File: config.mk
export PLATFORM = sky130hd
export DESIGN_NAME = cu_read_line_unpacker
export DESIGN_NICKNAME = d
export VERILOG_FILES = /design/src/rtl/cu_read_line_unpacker_pkg.sv /design/src/rtl/cu_line_elem_select.sv /design/src/rtl/cu_read_line_unpacker.sv
export SDC_FILE = /design/constraint.sdc
export NUM_CORES = 2
export LEC_CHECK = 0
export CORE_AREA = 2 2 442 444
export CTS_CLUSTER_DIAMETER = 200
export DETAILED_ROUTE_END_ITERATION = 8
export DIE_AREA = 0 0 444 446
export HOLD_SLACK_MARGIN = 0.12
export SLEW_MARGIN = 20
export SYNTH_ARGS = -nofsm -noshare
export SYNTH_HDL_FRONTEND = slang
export SYNTH_SLANG_ARGS = --single-unit
File: constraint.sdc
create_clock -name clock -period 2.8 [get_ports clock]
set_input_delay 0.42 -clock clock [delete_from_list [all_inputs] [get_ports clock]]
set_output_delay 0.42 -clock clock [all_outputs]
set_load 0.01 [all_outputs]
File: src/rtl/cu_read_line_unpacker_pkg.sv
// Shared types and constants for the CU read-line unpacker.
// Byte 0 of a line occupies the most significant byte of the flat line vector.
package cu_read_line_unpacker_pkg;

    localparam int CACHELINE_BYTES = 128;
    localparam int ELEM_BYTES      = 4;
    localparam int CU_ID_BITS      = 8;
    localparam int SIZE_W          = 12;

    localparam int LINE_BITS      = CACHELINE_BYTES * 8;
    localparam int ELEM_BITS      = ELEM_BYTES * 8;
    localparam int ELEMS_PER_LINE = CACHELINE_BYTES / ELEM_BYTES;
    localparam int ELEM_IDX_W     = $clog2(ELEMS_PER_LINE);
    localparam int LINE_IDX_W     = $clog2(LINE_BITS);
    localparam int CSIZE_W        = $clog2(CACHELINE_BYTES) + 1;
    localparam int DATA_OUT_W     = 1 + CU_ID_BITS + ELEM_BITS;

    typedef enum logic {
        UNPACK_IDLE,
        UNPACK_EMIT
    } unpacker_state_t;

    typedef logic [CU_ID_BITS-1:0] cu_id_t;

    typedef struct packed {
        logic                 valid;
        cu_id_t               cu_id;
        logic [SIZE_W-1:0]    size;
        logic [LINE_BITS-1:0] data;
    } read_line_in_t;

    typedef struct packed {
        logic                 valid;
        cu_id_t               cu_id;
        logic [ELEM_BITS-1:0] data;
    } data_read_t;

    function automatic logic [ELEM_BITS-1:0] swap_endianness_data_read(
        input logic [ELEM_BITS-1:0] d
    );
        logic [ELEM_BITS-1:0] r;
        r = '0;
        for (int i = 0; i < ELEM_BYTES; i++) begin
            r[8*i +: 8] = d[ELEM_BITS-8-8*i +: 8];
        end
        return r;
    endfunction

endpackage

File: src/rtl/cu_line_elem_select.sv
// Picks element k of a held line, zeroes bytes past the request size,
// and returns it byte-swapped.
module cu_line_elem_select
    import cu_read_line_unpacker_pkg::*;
(
    input  logic [LINE_BITS-1:0]  line,
    input  logic [ELEM_IDX_W-1:0] k,
    input  logic [CSIZE_W-1:0]    size,
    output logic [ELEM_BITS-1:0]  elem
);

    logic [ELEM_IDX_W-1:0] idx_rev;
    logic [LINE_IDX_W-1:0] lo;
    logic [ELEM_BITS-1:0]  raw;
    logic [CSIZE_W-1:0]    pos;

    always_comb begin
        idx_rev = ELEM_IDX_W'(ELEMS_PER_LINE - 1) - k;
        lo      = LINE_IDX_W'(idx_rev) * LINE_IDX_W'(ELEM_BITS);
        raw     = line[lo +: ELEM_BITS];
        pos     = '0;
        // raw is MSB-first, so raw byte b is line byte k*ELEM_BYTES+b
        for (int b = 0; b < ELEM_BYTES; b++) begin
            pos = CSIZE_W'(k) * CSIZE_W'(ELEM_BYTES) + CSIZE_W'(b);
            if (pos >= size) begin
                raw[ELEM_BITS-8-8*b +: 8] = 8'h00;
            end
        end
        elem = swap_endianness_data_read(raw);
    end

endmodule

File: src/rtl/cu_read_line_unpacker.sv
// Splits a read-response cache line into byte-swapped elements and
// streams them out one per cycle under ready/valid backpressure.
module cu_read_line_unpacker
    import cu_read_line_unpacker_pkg::*;
(
    input  logic                  clock,
    input  logic                  rstn,
    input  logic                  enabled_in,
    input  logic                  line_in_valid,
    output logic                  line_in_ready,
    input  logic [CU_ID_BITS-1:0] line_in_cu_id,
    input  logic [SIZE_W-1:0]     line_in_size,
    input  logic [LINE_BITS-1:0]  line_in_data,
    output logic [DATA_OUT_W-1:0] data_out,
    input  logic                  data_out_ready,
    output logic                  busy,
    output logic [31:0]           elements_emitted,
    output logic [15:0]           size_error_count
);

    unpacker_state_t       state_q;
    logic [LINE_BITS-1:0]  line_q;
    cu_id_t                cu_id_q;
    logic [CSIZE_W-1:0]    size_q;
    logic [ELEM_IDX_W-1:0] k_q;
    logic [ELEM_IDX_W-1:0] last_k_q;
    logic                  run_q;
    logic [31:0]           emitted_q;
    logic [15:0]           err_q;

    read_line_in_t         line_in;
    data_read_t            dout;
    logic [CSIZE_W-1:0]    size_c;
    logic [ELEM_IDX_W-1:0] last_k_d;
    logic [ELEM_BITS-1:0]  elem;
    logic                  valid;
    logic                  hs;
    logic                  last;
    logic                  accept;

    assign line_in = '{
        valid: line_in_valid,
        cu_id: line_in_cu_id,
        size:  line_in_size,
        data:  line_in_data
    };

    assign valid  = (state_q == UNPACK_EMIT);
    assign hs     = valid & data_out_ready;
    assign last   = (k_q == last_k_q);
    // run_q keeps ready low until the first edge after reset release
    assign line_in_ready = run_q & enabled_in &
                           ((state_q == UNPACK_IDLE) | (hs & last));
    assign accept = line_in.valid & line_in_ready;

    always_comb begin
        unique case (1'b1)
            (line_in.size > SIZE_W'(CACHELINE_BYTES)):
                size_c = CSIZE_W'(CACHELINE_BYTES);
            default:
                size_c = line_in.size[CSIZE_W-1:0];
        endcase
        last_k_d = ELEM_IDX_W'((size_c - CSIZE_W'(1)) / CSIZE_W'(ELEM_BYTES));
    end

    cu_line_elem_select u_sel (
        .line (line_q),
        .k    (k_q),
        .size (size_q),
        .elem (elem)
    );

    always_comb begin
        dout = '0;
        if (valid) begin
            dout.valid = 1'b1;
            dout.cu_id = cu_id_q;
            dout.data  = elem;
        end
    end

    assign data_out         = dout;
    assign busy             = valid;
    assign elements_emitted = emitted_q;
    assign size_error_count = err_q;

    always_ff @(posedge clock or negedge rstn) begin
        if (!rstn) begin
            state_q   <= UNPACK_IDLE;
            line_q    <= '0;
            cu_id_q   <= '0;
            size_q    <= '0;
            k_q       <= '0;
            last_k_q  <= '0;
            run_q     <= 1'b0;
            emitted_q <= '0;
            err_q     <= '0;
        end else begin
            run_q <= 1'b1;
            if (hs) begin
                emitted_q <= emitted_q + 32'd1;
                k_q       <= k_q + ELEM_IDX_W'(1);
                if (last) begin
                    state_q <= UNPACK_IDLE;
                end
            end
            if (accept) begin
                if (size_c == '0) begin
                    if (err_q != 16'hFFFF) begin
                        err_q <= err_q + 16'd1;
                    end
                end else begin
                    line_q   <= line_in.data;
                    cu_id_q  <= line_in.cu_id;
                    size_q   <= size_c;
                    last_k_q <= last_k_d;
                    k_q      <= '0;
                    state_q  <= UNPACK_EMIT;
                end
            end
        end
    end

endmodule

==> impl_metrics.json <==
{
  "synthTopCellsByArea": "dfrtp_1 52%, mux2_4 23%, mux4_2 9.4%, mux2_2 4.9%, buf_6 2.0%",
  "drtIter0Drc": 2317,
  "relSlewSlack": 0.530,
  "yosysWarnings": 0,
  "end_kind": "primary output",
  "finClkSkew_ns": 0.0315,
  "synthTopCellsByCount": "1100 x dfrtp_1, 810 x mux2_4, 229 x mux2_2",
  "tns_ns": -222.76,
  "crit_required_ns": 2.38,
  "violations": "setup timing",
  "drive_above_1_share": 0.451,
  "viasPerCell": 4.82,
  "cts.sink_count": 1100,
  "dp_slack_ns": -0.807,
  "cts.htree.levels": 4,
  "crit_fanout": 6,
  "hold_depth": 2,
  "setup_violations": 1054,
  "reg2reg_depth": 14,
  "crit_cells": 10,
  "maxCapViolCount": 0,
  "grt_max_degree": 110,
  "vias": 36045,
  "grtUsageTotal": 0.226,
  "holdWs_ns": 0.212,
  "min_path_type": "primary input to flip-flop",
  "overflow": 0,
  "timing.final.hold_violations": 0,
  "reg2reg_from": "k_q[0]$_DFF_PN0_",
  "core_mm2": 0.194,
  "ys.flop_type": "dfrtp_1",
  "peakVddDrop_mv": 0.572,
  "first_global_vias": 37547,
  "portBuffers": 1139,
  "fmax_ghz": 0.265,
  "start_kind": "flip-flop",
  "cts_tree": "done",
  "die_height_um": 446,
  "synth-seq-cells": 1100,
  "antenna_found_initial": 125,
  "dp_hpwl_um": 179000,
  "drc": 0,
  "grt_pass1_wl_um": 310000,
  "finish.utilization": 0.408,
  "outcome": "finished, violations left",
  "power-per-cell-area_mw_per_mm2": 1150,
  "ys_seq_area_frac": 0.519,
  "fin_ws_ns": -0.980,
  "synth_edf_count": 0,
  "crit_type": "flip-flop to primary output",
  "ant_nets": 0,
  "dieWidth_um": 444,
  "area_delta_synth_final_pct": 48.8,
  "synth_cells": 3183,
  "syn_area_per_cell_um2": 16.7,
  "period_needed_ns": 3.78,
  "drv_slew": 0,
  "crit_start": "k_q[0]$_DFF_PN0_",
  "synth_cell_types": 48,
  "final_nets": 5819,
  "io_pins": 1140,
  "critical_path.cell_chain": "buf_6 -> buf_12 -> buf_16 -> buf_8 -> mux4_2 -> a22oi_2 -> buf_4 -> nand2_4 -> a22o_1 -> buf_6",
  "worstPathBufferInverterCount": 6,
  "yosysTopAreaCellShare": 0.519,
  "worst_pin_slew_ns": 0.704,
  "dieArea_mm2": 0.198,
  "gp_congestion": 0.897,
  "synth_area_leader_cell": "dfrtp_1",
  "path_delay_family": "buffers and inverters",
  "max_stage_delay_ns": 0.50,
  "initial_core_util": 0.274,
  "firstDrtPassIters": 5,
  "cp_slowest_cell": "dfrtp_4",
  "rsz0062_at_grt": "true",
  "cts.clk_slew.worst_paths_ns": 0.06,
  "yosysMostFrequentCell": "dfrtp_1",
  "clk_latency_ns": 0.81,
  "wl_per_cell_um": 31.4,
  "period_share": 1.35,
  "synth-async-reset-ratio": 1.00,
  "synth_fp_nets": 4241,
  "min_from": "line_in_data[861]",
  "cts_buffer_depth": 3,
  "crit_path_frequent_cell": "buf_6",
  "cp.arrival_ns": 3.36,
  "wirelength_um": 235000,
  "p_leak_nw": 33.3,
  "num_rows": 162,
  "syn_area_mm2": 0.0531,
  "ctsRootBufferMaster": "clkbuf_16",
  "cts_made_buffers": 134
}
layout make-up:
cell class	count	area [um2]
sequential	1100	27500
inverter	15	56.3
tap	2542	3180
timing repair buffer	1663	18500
clock buffer	195	3870
antenna	64	160
fill	17696	115000
clock inverter	46	503
multi-input combinational	1847	25100
metrics by stage:
step / total power [mW] / instance area [um2] / instances
2_1_floorplan: 48.6 / 53100 / 3183
3_3_place_gp: 67.5 / 69700 / 6984
3_5_place_dp: 67.9 / 69700 / 6984
4_1_cts: 89.8 / 76600 / 7310
5_1_grt: 94.7 / 78900 / 7460
6_report: 90.5 / 78900 / 7472
kinds of logic (layout without fill, tap and decap cells):
group / after synthesis / count (layout) / share of synthesized area
AO/OA/AOI/OAI: 223 / 223 / 0.0314
XOR/XNOR: 54 / 54 / 0.00891
adder cells (fa/ha/maj): 9 / 9 / 0.00212
buffers and inverters: 236 / 1919 / 0.0307
flip-flops: 1100 / 1100 / 0.519
multiplexers: 1337 / 1337 / 0.387
other: 1 / 65 / 0.0000707
AND/OR/NAND/NOR: 223 / 223 / 0.0214
cells in the final DEF, fill, tap and decap left out, types with 10 or more instances in the layout:
master / instances
clkdlybuf4s50_1: 1105
clkinv_2: 19
nand2_1: 50
clkbuf_1: 32
o21ai_0: 12
a22oi_1: 37
buf_12: 100
diode_2: 64
nand2_2: 11
buf_16: 44
and2_1: 16
clkbuf_16: 165
nand3_1: 24
mux2i_1: 69
buf_6: 99
mux4_2: 222
mux2_4: 844
nand4_1: 25
a22oi_2: 71
and3_1: 15
xnor2_1: 43
xor2_1: 10
clkbuf_8: 29
dfrtp_1: 1096
inv_1: 15
nor2_1: 16
buf_4: 248
a22o_1: 38
mux2_2: 195
buf_8: 26
sequential cells by signal, summed over array words and instances (netlist names):
register and cells:
size_error_count 16, last_k_q 5, run_q 1, busy 1, k_q 5, cu_id_q 8
size_q 8, elements_emitted 32, line_q 1024
layer usage:
metal / part of all wire / GRT usage / vias to the layer above
met2: 0.49 / 0.369 / 1402
li1: - / - / 15202
met3: 0.069 / 0.0630 / 391
met5: 0.0018 / 0 / -
met1: 0.41 / 0.283 / 18984
met4: 0.035 / 0.0879 / 66
power by group:
group / total (mW) / switching, mW / internal (mW)
registers: 28.7 / 5.18 / 23.5
logic: 44.3 / 18.4 / 25.9
clock network: 17.5 / 7.45 / 10.1
timing repair:
action | 4_1_cts | 5_1_grt
pin swaps | 72 | 64
gates resized for setup | 450 | 202
hold buffers | 1 | 0
endpoints found under the setup margin | 1042 | 1074
endpoints found under the hold margin | 590 | 0
cloned | 22 | 41
buffers inserted | 71 | 71
final timing paths:
check                                                   endpoint  slack, ns
max in group asynchronous                line_q[456]$_DFFE_PN0P_       1.51
worst max register to register           line_q[427]$_DFFE_PN0P_      -0.33
worst min register to register  elements_emitted[31]$_DFFE_PN0P_       0.48
min in group asynchronous                line_q[750]$_DFFE_PN0P_       0.26
worst min-delay path                     line_q[861]$_DFFE_PN0P_       0.21
worst max-delay path                                 data_out[3]      -0.98
(Power assumes the default switching activity.)
